## config.mk

```make
export PLATFORM = sky130hd
export DESIGN_NAME = kairo_busarb
export DESIGN_NICKNAME = d
export VERILOG_FILES = /design/src/rtl/kairo_busarb_pkg.sv /design/src/rtl/kairo_busarb_rr.sv /design/src/rtl/kairo_busarb.sv
export SDC_FILE = /design/constraint.sdc
export NUM_CORES = 1
export LEC_CHECK = 0
export ABC_CLOCK_PERIOD_IN_PS = 2410
export CORE_AREA = 3 3 118 120
export CTS_CLUSTER_DIAMETER = 60
export CTS_CLUSTER_SIZE = 40
export DETAILED_ROUTE_END_ITERATION = 10
export DIE_AREA = 0 0 121 123
export PLACE_DENSITY = 0.6
export RECOVER_POWER = 50
export SYNTH_ARGS = -nofsm -noshare
export SYNTH_HDL_FRONTEND = slang
export SYNTH_SLANG_ARGS = --single-unit
```

## constraint.sdc

```tcl
create_clock -name CLK -period 2.41 [get_ports CLK]
set_clock_uncertainty 0.15 [all_clocks]
set_input_delay 0.482 -clock CLK [delete_from_list [all_inputs] [get_ports CLK]]
set_output_delay 0.482 -clock CLK [all_outputs]
set_load 0.005 [all_outputs]
```

## src/rtl/kairo_busarb_pkg.sv

```systemverilog
// Shared types and constants for the Kairo two-master bus arbiter.
package kairo_busarb_pkg;

  typedef enum logic [0:0] {
    ARB_IDLE = 1'b0,
    ARB_BUSY = 1'b1
  } arb_state_t;

  typedef logic [0:0] mst_idx_t;

  localparam int DEF_TIMEOUT = 255;

endpackage

```

## src/rtl/kairo_busarb_rr.sv

```systemverilog
// Combinational 2-way round-robin picker: on a tie the master that was not
// served last wins; otherwise the only requester wins.
module kairo_busarb_rr
  import kairo_busarb_pkg::*;
(
  input  logic [1:0] req,
  input  mst_idx_t   last,
  output logic       gnt_valid,
  output mst_idx_t   gnt_idx
);

  // NOTE: every output of a combinational block gets a value on every path,
  // otherwise synthesis infers a latch.
  always_comb begin
    gnt_valid = |req;
    gnt_idx   = req[1];
    if (&req) gnt_idx = ~last;
  end

endmodule

```

## src/rtl/kairo_busarb.sv

```systemverilog
// Two-master, one-slave valid/ready arbiter with round-robin grant held until
// completion and a BUSY watchdog that converts a hung slave into an error.
module kairo_busarb
  import kairo_busarb_pkg::*;
#(
  parameter int AW      = 32,
  parameter int DW      = 32,
  parameter int TIMEOUT = DEF_TIMEOUT
) (
  input  logic            CLK,
  input  logic            RST_N,
  input  logic            M0_VALID,
  output logic            M0_READY,
  input  logic [DW/8-1:0] M0_WSTB,
  input  logic [AW-1:0]   M0_ADDR,
  input  logic [DW-1:0]   M0_WDATA,
  output logic [DW-1:0]   M0_RDATA,
  output logic            M0_EXCPT,
  input  logic            M1_VALID,
  output logic            M1_READY,
  input  logic [DW/8-1:0] M1_WSTB,
  input  logic [AW-1:0]   M1_ADDR,
  input  logic [DW-1:0]   M1_WDATA,
  output logic [DW-1:0]   M1_RDATA,
  output logic            M1_EXCPT,
  output logic            S_VALID,
  input  logic            S_READY,
  output logic [DW/8-1:0] S_WSTB,
  output logic [AW-1:0]   S_ADDR,
  output logic [DW-1:0]   S_WDATA,
  input  logic [DW-1:0]   S_RDATA,
  input  logic            S_EXCPT
);

  localparam int            CW      = (TIMEOUT > 0) ? $clog2(TIMEOUT + 1) : 1;
  localparam logic [CW-1:0] CNT_MAX = CW'(TIMEOUT);
  localparam bit            WDOG_EN = (TIMEOUT != 0);

  arb_state_t    state;
  mst_idx_t      grant;
  mst_idx_t      last;
  logic [CW-1:0] cnt;

  logic          gnt_valid;
  mst_idx_t      gnt_idx;
  logic          busy;
  logic          m_valid;
  logic          live;
  logic          timeout_hit;
  logic          resp;
  logic          resp_excpt;
  logic [DW-1:0] resp_rdata;

  kairo_busarb_rr u_rr (
    .req       ({M1_VALID, M0_VALID}),
    .last      (last),
    .gnt_valid (gnt_valid),
    .gnt_idx   (gnt_idx)
  );

  // Outputs are gated by RST_N so a reset mid-transaction drops S_VALID and
  // suppresses READY in the same cycle, before the reset edge lands.
  always_comb begin
    busy        = (state == ARB_BUSY);
    m_valid     = (grant == 1'b1) ? M1_VALID : M0_VALID;
    live        = busy && m_valid && RST_N;
    timeout_hit = WDOG_EN && busy && (cnt == CNT_MAX);
    resp        = live && (timeout_hit || S_READY);
    resp_excpt  = timeout_hit ? 1'b1 : S_EXCPT;
    resp_rdata  = timeout_hit ? '0 : S_RDATA;

    S_VALID  = live && !timeout_hit;
    S_WSTB   = (grant == 1'b1) ? M1_WSTB  : M0_WSTB;
    S_ADDR   = (grant == 1'b1) ? M1_ADDR  : M0_ADDR;
    S_WDATA  = (grant == 1'b1) ? M1_WDATA : M0_WDATA;

    M0_READY = resp && (grant == 1'b0);
    M1_READY = resp && (grant == 1'b1);
    M0_EXCPT = M0_READY && resp_excpt;
    M1_EXCPT = M1_READY && resp_excpt;
    M0_RDATA = M0_READY ? resp_rdata : '0;
    M1_RDATA = M1_READY ? resp_rdata : '0;
  end

  // NOTE: state registers use non-blocking assignments only, and reset is
  // sampled on the clock edge (synchronous), not in the sensitivity list.
  always_ff @(posedge CLK) begin
    if (!RST_N) begin
      state <= ARB_IDLE;
      grant <= 1'b0;
      last  <= 1'b1;
      cnt   <= '0;
    end else begin
      case (state)
        ARB_IDLE: begin
          if (gnt_valid) begin
            grant <= gnt_idx;
            cnt   <= '0;
            state <= ARB_BUSY;
          end
        end
        ARB_BUSY: begin
          // A master withdrawing its request aborts without touching last.
          if (!m_valid) begin
            state <= ARB_IDLE;
          end else if (resp) begin
            last  <= grant;
            state <= ARB_IDLE;
          end else if (cnt != CNT_MAX) begin
            cnt <= cnt + CW'(1);
          end
        end
        default: state <= ARB_IDLE;
      endcase
    end
  end

endmodule

```

# --- Word-level counts from Yosys, hierarchy flattened ---
# Cells that the tools add are included.
# W data, S select, Z words.
word_totals:
  out_inout_bits: 137
  reg_bits: 11
  elab_cells: 48
  input_bits: 174
op_classes:
  n_reduce_logical: 16
  mux: 18
  n_bitwise: 3
  n_eq_ne: 6
  addsub: 1
ops:
  columns: ["cell", "n"]
  rows:
  - ["$mux W32", 5]
  - ["$mux W8", 4]
  - ["$pmux W8 S2", 1]
  - ["$logic_and A1 B1 Y1", 9]
  - ["$add A8 B1 Y8 const B", 1]
  - ["$eq A8 B8 Y1 const B", 1]
  - ["$ne A8 B8 Y1 const B", 1]
  - ["$mux W1", 6]
  - ["$mux W4", 1]
  - ["$ne A2 B1 Y1 const B", 2]
  - ["$ne A2 B2 Y1 const B", 2]
  - ["$reduce_and A2 Y1", 2]
  - ["$reduce_and A4 Y1", 1]
  - ["$not A1 Y1", 3]
  - ["$reduce_and A3 Y1", 1]
  - ["$pmux W1 S2", 1]
  - ["$reduce_or A2 Y1", 1]
  - ["$logic_not A1 Y1", 1]
  - ["$logic_or A1 B1 Y1", 1]

# --- Longest topological paths before layout ---
logic_depth:
  depth_word: 7
  mapped_depth: 6
  mapped_depth_nobuf: 5

# --- Hierarchy ---
# A second synthesis with hierarchy kept.
hier_totals:
  hier_cells: 236
  hier_area_um2: 1975.6
by_module_without_submodules:
  columns: ["module", "seq_area_each_um2", "area_each_um2", "n_inst", "cells_per_inst"]
  rows:
  - ["kairo_busarb", 220.2, 1961.9, 1, 234]
  - ["kairo_busarb_rr", 0.0, 13.8, 1, 2]

# --- Worst setup path before layout ---
# Ideal clock, no wire load.
synth_timing:
  kind: "register to output"
  from: "register cnt[0]"
  to: "output M0_RDATA[23]"
  path_stages_with_launch: 7
  n_path_buf: 1
  required_ps: 1778
  arrival_time_ps: 1585
  slack_ps: 193
  cell_sequence: "dfxtp_1 -> ha_1 -> nand2_1 -> o31a_4 -> nor3_4 -> buf_6 -> and3_1"
synth_via:
  elab_chain_cells: 6
  word_cells_on_any_way: 7
  classes_between: "eq/ne (1); mux (2); reduce/logical (4)"
synth_lines:
  columns: ["item", "line_no", "rtl"]
  rows:
  - ["start: declaration", "kairo_busarb.sv:42", "logic [CW-1:0] cnt;"]
  - ["start signal: assignment", "kairo_busarb.sv:110", "cnt <= cnt + CW'(1);"]
  - ["$eq A8 B8 Y1", "kairo_busarb.sv:67", "timeout_hit = WDOG_EN && busy && (cnt == CNT_MAX);"]
  - ["$logic_and A1 B1 Y1", "kairo_busarb.sv:67", null]
  - ["$logic_or A1 B1 Y1", "kairo_busarb.sv:68", "resp = live && (timeout_hit || S_READY);"]
  - ["$logic_and A1 B1 Y1", "kairo_busarb.sv:68", null]
  - ["$logic_and A1 B1 Y1", "kairo_busarb.sv:77", "M0_READY = resp && (grant == 1'b0);"]
  - ["net M0_READY", "kairo_busarb.sv:13", "output logic M0_READY,"]
  - ["$mux W32", "kairo_busarb.sv:81", "M0_RDATA = M0_READY ? resp_rdata : '0;"]
  - ["end: declaration", "kairo_busarb.sv:17", "output logic [DW-1:0] M0_RDATA,"]
# The timed path passes the listed nets, and every way through them passes these cells.

# --- Final worst setup path ---
layout_timing:
  from: "register cnt[0]"
  to: "output M0_RDATA[17]"
layout_via:
  elab_chain_cells: 6
  word_cells_on_any_way: 7
  classes_between: "eq/ne (1); mux (2); reduce/logical (4)"
layout_lines:
  columns: ["item", "line_no"]
  rows:
  - ["$eq A8 B8 Y1 *", "kairo_busarb.sv:67"]
  - ["$logic_and A1 B1 Y1 *", "kairo_busarb.sv:67"]
  - ["$logic_or A1 B1 Y1", "kairo_busarb.sv:68"]
  - ["$logic_and A1 B1 Y1", "kairo_busarb.sv:68"]
  - ["$logic_and A1 B1 Y1", "kairo_busarb.sv:77"]
  - ["$mux W32 *", "kairo_busarb.sv:81"]
# Every way passes the cells marked *; elsewhere a longest branch is shown, timed or not.

==> results.md <==
* 1st-iter DRT viols at 76
* CORE AREA at 0.0131 sq mm
* Tightest Pin Transition at 458 ps
* Mapped Area at 0.00197 sq mm
* Critical path class: reg -> out
* Post-Place Cells at approximately 720
* CP Capture Point: M0_RDATA[17]
* Async S/R FF share, synth at 0%
* Clock transition at path regs at 40 ps
* All-Layer GR Usage at 15.5%
* FF+latch area at 229 sq um
* Rel. slew slack at 69.5%
* Largest net degree at the start of global routing at 48
* Layout cells sized above 1 at 40.2%
* Synth Net Count at about 410
* Vias in the first global route at 3298
* Dpl ws at -722 ps
* R2r worst-path depth at 6
* Yosys cell types at 33
* Avg Cell Area, Syn at 8.41 sq um
* Initial antenna violation count at 0
* Die ar. at about 0.015 sq mm
* Worst setup startpoint: cnt[0]$_SDFFE_PN0P_
* Tmin final at 2640 ps
* GRT overflow at 0
* H-Tree Depth at 1
* Sequential fraction of the synthesis area at 11.2%
* CTS Buffer Depth at 2
* FILL cells at 1289
* Via density at 4.30
* Synthesis-to-finish area growth at 195%
* Register bit total from synthesis at 11
* GP Congestion at 0.776
* Non-filler cells, final at 748
* Post-DP HPWL at between 9000 and 10000 microns
* Multi-input logic area at 0.00176 sq mm
* # setup viols final at between 60 and 70
* Via count at 3217
* Row Count at 42
* # diodes at 0
* Initial Util at 15.0%
* Hold path depth at 2
* Fmax at roughly 0.38 GHz
* Commonest cells post-synth: mux2_2, and3_1, nand2_1, clkbuf_1, dfxtp_1
* Worst Slack Setup Final at -226 ps
* Top-area cell type share of the netlist area at 39.5%
* Top_reg_cell synth: dfxtp_1
* Post-synth EDFFs at 0
* Synth area leader: mux2_2
* Warnings from Yosys at 0
* Endpoints failing hold at 0
* Buf/Inv on CP at 4
* Critical path peak fanout at 4
* Max incr delay on CP at ~360 ps
* ANT nets after route at 0
* Layout Utilization at 44.4%
* Area contributors post-synth: mux2_2, and3_1, dfxtp_1, buf_6, nand2_1
* Iteration count of the initial detailed-routing pass at 4
* Slew Limit Fails at 0
* CTS Sinks at 11
* Die height at 123 microns
* CP top delay family: buffers and inverters
* DR WL/cell at roughly 18 microns
* VDD IR max at 0.167 mV
* Most frequent cell after synthesis: mux2_2
* Die width at between 100 and 150 microns
* First-pass GRT wire length at 18100 microns
* RSZ-0062 raised after global routing: true
* Pwr dens at approximately 220 mW/mm^2
* Drc violations at 0
* Num CTS Buffers at 3
* Min-delay worst type: reg -> reg
* Worst skew pair latency at roughly 240 ps
* Element type at the critical path end: output port
* Worst path cell trace: ha_4 -> nand2_4 -> o31a_4 -> nor3_4 -> buf_12 -> buf_12 -> buf_16 -> and3_4 -> buf_6
* IO Port Bufs at 310
* CP Data Arrival Time at 2000 ps
* Root buffer cell: clkbuf_16
* R2r endpoint: cnt[6]$_SDFFE_PN0P_
* Pleak at 2.59 nW
* Crit path launch type: register
* Tcrit/Tclk final at 109%
* Routed WL at 13200 microns
* Critical path depth at 9
* Slowest cell on crit path: o31a_4
* Crit-path most repeated cell: buf_12
* Worst r2r src: busy$_SDFF_PN0_
* Required time worst endpoint at 1780 ps
* Failing checks: setup timing
* Cell count after synthesis at 234
* Max-capacitance violation count at 0
* IO Count at 311
* Status: complete, but fails checks
* TritonCTS clock tree: done
* Net count, final at 748
* Reg2Reg Setup Slack at 380 ps
[how the worst min path moves through the flow]
stage                              from                  end  slack [ps]
floorplan           cnt[1]$_SDFFE_PN0P_  cnt[1]$_SDFFE_PN0P_         320
global placement    cnt[7]$_SDFFE_PN0P_  cnt[7]$_SDFFE_PN0P_         340
detailed placement  cnt[7]$_SDFFE_PN0P_  cnt[7]$_SDFFE_PN0P_         350
CTS                 cnt[7]$_SDFFE_PN0P_  cnt[7]$_SDFFE_PN0P_         370
global route        cnt[7]$_SDFFE_PN0P_  cnt[7]$_SDFFE_PN0P_         420
finish              cnt[7]$_SDFFE_PN0P_  cnt[7]$_SDFFE_PN0P_         360
[kinds of logic (layout without fill, tap and decap cells)]
group | Yosys count | after routing | synth area share [%]
flip-flops | 11 | 11 | 11.2
multiplexers | 69 | 69 | 39.5
AO/OA/AOI/OAI | 27 | 27 | 10.3
buffers and inverters | 28 | 366 | 8.01
adder cells (fa/ha/maj) | 1 | 1 | 0.636
AND/OR/NAND/NOR | 98 | 98 | 30.3
[power by group]
group,switching (W),internal (W)
logic,0.000226,0.000544
clock network,0.0000803,0.000222
registers,0.00000433,0.000188
[placed cells by master, fill, tap and decap left out, types with 8 or more instances in the layout]
cell type and instances:
buf_12 8, and3_1 40, and3_4 25, buf_6 32, clkdlybuf4s50_1 213, nand2_1 12, buf_4 20, buf_2 45
dlygate4sd2_1 27, mux2_2 68
[worst reg2reg max path: cells and delay by family, from the launching register on]
family | cells | cell delay (ps)
buffers and inverters | 3 | 770
and+or+nand+nor | 2 | 490
DFF | 1 | 330
AOI/OAI and AO/OA | 1 | 230
[state kept, by name (all words and copies together) (netlist names)]
| name | flops |
|---|---|
| cnt | 8 |
| busy | 1 |
| grant | 1 |
| last | 1 |
[final cells by class]
cell class                      count  area share [%]
Multi-Input combinational cell    195            30.3
Timing Repair Buffer              358            60.4
Sequential cell                    11            3.94
Inverter                            4           0.258
Clock buffer                        4            1.36
Tap cell                          176            3.79
[layer usage]
metal	track usage [%]	wire length, microns	up-vias
met3	3.84	854	8
li1	-	-	1565
met2	29.2	7070	142
met1	18.2	5140	1502
met4	1.49	85	0
met5	0	0	-
[through the flow]
| step | TNS (ps) | total power (W) | hold WS, ps | instance area [sq um] |
|---|---|---|---|---|
| 2_1_floorplan | 0 | 0.000402 | 317 | 1970 |
| 3_3_place_gp | -42550 | 0.000957 | 338 | 5400 |
| 3_5_place_dp | -48010 | 0.000962 | 355 | 5400 |
| 4_1_cts | -8730 | 0.00127 | 367 | 5670 |
| 5_1_grt | -16870 | 0.00133 | 416 | 5810 |
| 6_report | -11250 | 0.00126 | 361 | 5810 |
[timing repair]
item                       CTS  global route
hold buffers                 0             0
pin swaps                    9            13
setup buffers               13             2
setup endpoints to repair   93            80
resized for setup          321            72
gates cloned                 6             4
(Power assumes the default switching activity.)
